==> src/rtl/tx_line_serializer.sv <==
// tx_line_serializer
//
// Purpose:
//   Pulls packet bytes from the TX FIFO and serializes them onto the USB
//   D+/D- pair. Each packet is SYNC (8'h80, LSB first), then the data bytes
//   LSB first, with a stuffed 0 inserted after STUFF_LIMIT consecutive 1s.
//   Every transmitted bit, stuffed or not, is NRZI encoded. The packet ends
//   with two bit periods of SE0 followed by one bit period of J.
//
// Ports:
//   clk            system clock, everything on the rising edge
//   rst            synchronous active-high reset, aborts any packet
//   tx_start       one-cycle send request, honoured only while idle
//   tx_byte_count  bytes to send (1..64), a value of 0 is sent as 1
//   fifo_data      byte at the FIFO head
//   empty          FIFO empty flag, looked at only when loading a byte
//   tx_deq_word    one-cycle pulse, head byte consumed
//   d_plus/d_minus line levels (J = 1/0, K = 0/1, SE0 = 0/0)
//   tx_busy        high from the accepted start until the done cycle ends
//   tx_done        one-cycle pulse when the packet is complete
//   tx_error       one-cycle pulse when the FIFO underruns mid-packet

module tx_line_serializer #(
    parameter int CLKS_PER_BIT = 8,
    parameter int STUFF_LIMIT  = 6
) (
    input  logic       clk,
    input  logic       rst,
    input  logic       tx_start,
    input  logic [6:0] tx_byte_count,
    input  logic [7:0] fifo_data,
    input  logic       empty,
    output logic       tx_deq_word,
    output logic       d_plus,
    output logic       d_minus,
    output logic       tx_busy,
    output logic       tx_done,
    output logic       tx_error
);

    localparam int                ONES_W       = $clog2(STUFF_LIMIT + 1);
    localparam logic [7:0]        TIMER_LAST   = 8'(CLKS_PER_BIT - 1);
    localparam logic [ONES_W-1:0] ONES_LIMIT   = ONES_W'(STUFF_LIMIT);
    localparam logic [7:0]        SYNC_PATTERN = 8'h80;

    typedef enum logic [2:0] {
        IDLE,
        SYNC,
        LOAD,
        DATA,
        STUFF,
        EOP,
        DONE
    } state_t;

    state_t            state, state_n;
    logic [7:0]        timer, timer_n;
    logic [2:0]        bit_idx, bit_idx_n;
    logic [7:0]        shreg, shreg_n;
    logic [6:0]        remaining, remaining_n;
    logic [ONES_W-1:0] ones, ones_n;
    logic [1:0]        eop_idx, eop_idx_n;
    logic              in_sync, in_sync_n;
    logic              dp, dp_n;
    logic              dm, dm_n;

    logic              wrap;
    logic              advance;
    logic              tx_en;
    logic              tx_bit;

    assign wrap    = (timer == TIMER_LAST);
    assign d_plus  = dp;
    assign d_minus = dm;

    // State and datapath registers. Reset forces the line back to J and
    // drops the packet on the spot; no done or error pulse follows because
    // those are decoded from the state, which returns to IDLE.
    always_ff @(posedge clk) begin
        if (rst) begin
            state     <= IDLE;
            timer     <= '0;
            bit_idx   <= '0;
            shreg     <= '0;
            remaining <= '0;
            ones      <= '0;
            eop_idx   <= '0;
            in_sync   <= 1'b0;
            dp        <= 1'b1;
            dm        <= 1'b0;
        end else begin
            state     <= state_n;
            timer     <= timer_n;
            bit_idx   <= bit_idx_n;
            shreg     <= shreg_n;
            remaining <= remaining_n;
            ones      <= ones_n;
            eop_idx   <= eop_idx_n;
            in_sync   <= in_sync_n;
            dp        <= dp_n;
            dm        <= dm_n;
        end
    end

    // Next-state and output logic.
    // SYNC is handled as an ordinary byte held in the shift register, so the
    // same end-of-period code walks SYNC and DATA bits and decides what comes
    // after a STUFF period (in_sync tells which state to resume).
    // The first data bit of a byte only becomes known in LOAD, so it reaches
    // the line on the edge that leaves LOAD; the LOAD cycle is cycle 0 of that
    // bit period and the period still ends on the regular boundary.
    always_comb begin
        state_n     = state;
        timer_n     = timer;
        bit_idx_n   = bit_idx;
        shreg_n     = shreg;
        remaining_n = remaining;
        ones_n      = ones;
        eop_idx_n   = eop_idx;
        in_sync_n   = in_sync;
        dp_n        = dp;
        dm_n        = dm;
        advance     = 1'b0;
        tx_en       = 1'b0;
        tx_bit      = 1'b0;
        tx_deq_word = 1'b0;
        tx_error    = 1'b0;
        tx_busy     = (state != IDLE);
        tx_done     = (state == DONE);

        if (state == IDLE || state == DONE || wrap) begin
            timer_n = '0;
        end else begin
            timer_n = timer + 8'd1;
        end

        case (state)
            IDLE: begin
                dp_n = 1'b1;
                dm_n = 1'b0;
                if (tx_start) begin
                    state_n     = SYNC;
                    remaining_n = (tx_byte_count == 7'd0) ? 7'd1 : tx_byte_count;
                    shreg_n     = SYNC_PATTERN;
                    bit_idx_n   = '0;
                    in_sync_n   = 1'b1;
                    ones_n      = '0;
                    tx_en       = 1'b1;
                    tx_bit      = SYNC_PATTERN[0];
                end
            end

            SYNC, DATA: begin
                if (wrap) begin
                    if (ones == ONES_LIMIT) begin
                        state_n = STUFF;
                        tx_en   = 1'b1;
                        tx_bit  = 1'b0;
                    end else begin
                        advance = 1'b1;
                    end
                end
            end

            STUFF: begin
                if (wrap) begin
                    advance = 1'b1;
                end
            end

            LOAD: begin
                if (empty) begin
                    // Underrun: abandon the packet and close it with a full EOP.
                    tx_error  = 1'b1;
                    state_n   = EOP;
                    eop_idx_n = '0;
                    timer_n   = '0;
                    dp_n      = 1'b0;
                    dm_n      = 1'b0;
                end else begin
                    tx_deq_word = 1'b1;
                    shreg_n     = fifo_data;
                    remaining_n = remaining - 7'd1;
                    bit_idx_n   = '0;
                    in_sync_n   = 1'b0;
                    state_n     = DATA;
                    tx_en       = 1'b1;
                    tx_bit      = fifo_data[0];
                end
            end

            EOP: begin
                if (wrap) begin
                    if (eop_idx == 2'd2) begin
                        state_n = DONE;
                    end else if (eop_idx == 2'd1) begin
                        eop_idx_n = 2'd2;
                        dp_n      = 1'b1;
                        dm_n      = 1'b0;
                    end else begin
                        eop_idx_n = 2'd1;
                    end
                end
            end

            DONE: begin
                state_n = IDLE;
            end

            default: begin
                state_n = IDLE;
            end
        endcase

        // End of a SYNC/DATA/STUFF period with no stuff due: next bit of the
        // current byte, a new byte, or the end of the packet.
        if (advance) begin
            if (bit_idx != 3'd7) begin
                bit_idx_n = bit_idx + 3'd1;
                shreg_n   = {1'b0, shreg[7:1]};
                state_n   = in_sync ? SYNC : DATA;
                tx_en     = 1'b1;
                tx_bit    = shreg[1];
            end else if (in_sync || remaining != 7'd0) begin
                state_n = LOAD;
            end else begin
                state_n   = EOP;
                eop_idx_n = '0;
                dp_n      = 1'b0;
                dm_n      = 1'b0;
            end
        end

        // NRZI: a 0 toggles J<->K, a 1 holds the line and extends the run
        // of ones that drives bit stuffing.
        if (tx_en) begin
            if (tx_bit) begin
                ones_n = ones + 1'b1;
            end else begin
                dp_n   = ~dp;
                dm_n   = ~dm;
                ones_n = '0;
            end
        end
    end

endmodule

==> config.mk <==
export PLATFORM = sky130hd
export DESIGN_NAME = tx_line_serializer
export DESIGN_NICKNAME = d
export VERILOG_FILES = /design/src/rtl/tx_line_serializer.sv
export SDC_FILE = /design/constraint.sdc
export NUM_CORES = 1
export LEC_CHECK = 0
export ABC_CLOCK_PERIOD_IN_PS = 2490
export CELL_PAD_IN_SITES_DETAIL_PLACEMENT = 1
export CELL_PAD_IN_SITES_GLOBAL_PLACEMENT = 2
export CORE_ASPECT_RATIO = 0.75
export CORE_UTILIZATION = 34
export CTS_BUF_LIST = sky130_fd_sc_hd__clkbuf_8
export DETAILED_ROUTE_END_ITERATION = 8
export PLACE_DENSITY_LB_ADDON = 0.3
export SYNTH_ARGS = -nofsm -noshare
export SYNTH_HDL_FRONTEND = slang
export SYNTH_SLANG_ARGS = --single-unit
==> constraint.sdc <==
create_clock -name clk -period 2.49 [get_ports clk]
set_input_delay 0.498 -clock clk [delete_from_list [all_inputs] [get_ports clk]]
set_output_delay 0.498 -clock clk [all_outputs]
set_load 0.01 [all_outputs]
==> results.md <==
- Status: completed
- Mean Syn Cell Area: 8.25 um^2
- Startpoint types: input port
- Remaining DRCs: 0
- Initial antenna violation count: 0
- GPL Wtd Cong: 0.776
- Fillers: just over 700
- Worst hold margin: 0.475 ns
- IR drop worst, VDD: 0.000280 V
- Switching Fraction: 35.3%
- Crit path cell chain: clkdlybuf4s50_1 > nand2b_1 > nor2_2 > clkdlybuf4s50_1
- Max Root-Sink Buffers: 2
- Worst Skew: ~0.0069 ns
- Syn_nets: approximately 280
- PD cells: 717 mW/mm^2
- Final Hold Fails: 0
- Area of the core: 0.00586 mm^2
- Layout cells sized above 1: 13.2%
- Fmax achieved: 416 MHz
- Worst min-delay path category: flip-flop to flip-flop
- Crit end category: primary output
- Tmin final: approximately 2.4 ns
- Net Sw Power: 0.656 mW
- Avg WL per Cell: 16.1 um
- CP dominant cell by count: clkdlybuf4s50_1
- Cell Int Power: 1.20 mW
- DRT antenna net count: 0
- Leak pwr: 1.00 nW
- Number of global-route vias before repair: 2020
- Yosys reg bits: 36
- Logic pwr share: 34.0%
- Max FO, Critical Path: 4
- Multi-input gate area: between 0.001 and 0.0015 mm^2
- Max-cap violations: 0
- Hold_buf cts: 0
- CTS HTree Levels: 2
- Overflow after GRT: 0
- Setup Buffers After CTS: 0
- Seq pwr share: between 30% and 40%
- CTS tree: done
- Post-synth ARST share: 0%
- CP max stage cell: clkdlybuf4s50_1
- Die Y: a little under 70 um
- Post-Synthesis Cells: 251
- Clock share of power: 28.3%
- CP bufs+invs: 2
- Slew Viols, Final: 0
- Unique cell type count in the Yosys netlist: 51
- Area Growth Syn to Fin: 25.1%
- All-Layer GR Usage: 19.7%
- Root buffer cell: clkbuf_8
- Seq. cell area: 721 um^2
- Mapped Area: between 0.002 and 0.0025 mm^2
- Area contributors post-synth: dfxtp_1 (35%), nor2_1 (7.8%), ha_1 (5.4%)
- Row count: 24
- # IOs: 25
- # clock sinks: 36
- Post-synth EDFFs: 0
- Vias: 1974
- Worst skew pair latency: 0.29 ns
- First-pass GRT wire length: 10.0 mm
- TritonRoute pass-1 iters: 4
- WP data arrival: 1.91 ns
- Die area: 0.00641 mm^2
- Setup TNS: 0 ns
- Antenna Cells: 0
- Worst path top cell family by delay: buffers and inverters
- Clock-pin slew on the worst setup and hold paths: about 0.080 ns
- Port bufs: 24
- Final WL: 5.89 mm
- Slowest stage delay, CP: ~0.55 ns
- Num CTS Buffers: 5
- Via density: approximately 5.4
- RSZ-0062 raised after global routing: no
- Dpl hpwl: 4.36 mm
- Final Cycle Share: 96.6%
- WP data required: a little under 2 ns
- Tot Pwr: 1.86 mW
- Actual slew at the worst max-slew pin: 0.682 ns
- Top cell type's share of synthesized area: a little over a third
- Iteration-0 DRC Markers: 63
- Main synth FF type: dfxtp_1
- Initial Utilization: 35.4%
- Die Wd: 92.1 um
- Leading area contributor after synthesis: dfxtp_1
- Post-cts resize count: 0
- Worst Setup Path Type: input port to primary output
- Syn. warnings: 0
- Final setup viols: 0
- Seq/Total Area, Yosys: approximately a third
- Largest net degree at the start of global routing: 27
- Slew HR: 54.5%
- Nets: ~320
## sequential cells by signal, indices dropped and copies added (netlist names)
name / cells
timer: 8
remaining: 7
d_minus: 1
state: 3
bit_idx: 3
d_plus: 1
eop_idx: 2
in_sync: 1
shreg: 7
ones: 3
## path summary, 6_finish.rpt
kind / startpoint / end / slack [ns] / depth (start not counted)
max: empty / tx_deq_word / 0.09 / 4
max reg2reg: bit_idx[0] / d_minus / 0.34 / 7
min reg2reg: bit_idx[1] / bit_idx[1] / 0.48 / 2
min: bit_idx[1] / bit_idx[1] / 0.48 / 2
## synth_stat cells (all sizes together), types with 2 or more instances
| master | count |
|---|---|
| nand3 | 12 |
| o21ai | 10 |
| a22o | 2 |
| buf | 4 |
| clkbuf | 5 |
| o21bai | 3 |
| o22ai | 2 |
| and3 | 4 |
| nand4 | 2 |
| nor2b | 5 |
| o2111ai | 2 |
| nor4b | 5 |
| nor2 | 43 |
| a22oi | 2 |
| or4 | 3 |
| a221oi | 6 |
| mux2 | 3 |
| a211oi | 5 |
| inv | 9 |
| nor3 | 16 |
| ha | 9 |
| dfxtp | 36 |
| nand2 | 15 |
| nand2b | 3 |
| o21a | 2 |
| xor2 | 6 |
| a21oi | 17 |
| nor3b | 2 |
## metal layers
layer	track usage, %	share of wire [%]
met1	28.9	54
met2	30.0	42
met3	3.62	3.2
met4	3.65	0.31
met5	0	0
## stage by stage
step	instance area, um^2	std cells	setup WS, ns	utilization, %
after floorplan	2070	251	0.550	-
after global placement	2480	358	0.115	42.3
after detailed placement	2480	358	0.0507	42.3
after CTS	2590	366	0.0412	44.2
after global routing	2590	366	0.0348	44.3
final	2590	366	0.0858	44.3
## cell families after synthesis
group           Yosys count  synth area share [%]
compound gates           62                  20.7
xor+xnor                  7                  2.96
fa+ha+maj                 9                  5.43
buf+inv                  18                  3.44
flops                    36                  34.8
mux                       3                  1.63
simple gates            116                  31.0
## cells in the final DEF, fill, tap and decap left out, types with 2 or more instances in the layout
| cell type | instances |
|---|---|
| o2111ai_1 | 2 |
| mux2_2 | 3 |
| o21bai_1 | 3 |
| nand2_1 | 14 |
| nor4b_1 | 2 |
| inv_1 | 9 |
| buf_4 | 14 |
| nand3_1 | 12 |
| a21oi_1 | 17 |
| ha_1 | 9 |
| clkdlybuf4s50_1 | 24 |
| o21a_1 | 2 |
| nor2_1 | 42 |
| nand4_1 | 2 |
| a211oi_1 | 5 |
| and3_1 | 4 |
| dfxtp_1 | 36 |
| nand2b_1 | 3 |
| or4_1 | 3 |
| nor3_1 | 15 |
| nor3b_2 | 2 |
| o21ai_0 | 10 |
| o22ai_1 | 2 |
| nor4b_4 | 3 |
| nor2b_1 | 5 |
| a22o_1 | 2 |
| clkbuf_8 | 5 |
| xor2_1 | 6 |
| a221oi_1 | 6 |
## worst register-to-register path, stage by stage, from the launching register on
cell     delay, ns
dfxtp_1       0.33
ha_1          0.20
ha_1          0.30
nor4b_1       0.28
a21oi_1       0.09
o21a_1        0.25
nor3_1        0.23
mux2_2        0.36
## power by group through the flow
| stage | Clock (mW) | Sequential, mW | Combinational (mW) |
|---|---|---|---|
| global placement | 0 | 0.711 | 0.613 |
| finish | 0.526 | 0.700 | 0.633 |
| floorplan | 0 | 0.696 | 0.404 |
| global route | 0.566 | 0.711 | 0.700 |
| detailed placement | 0 | 0.713 | 0.627 |
| CTS | 0.542 | 0.700 | 0.632 |
## cell type report
class	count	share of cell area, %
clock buffers	5	2.66
clock inverters	3	1.64
inverters	9	1.30
multi-input cells	197	49.5
flip-flops and latches	36	27.8
well taps	78	3.77
repair buffers	38	13.3
Note: power is estimated with default switching activity, not from simulation.
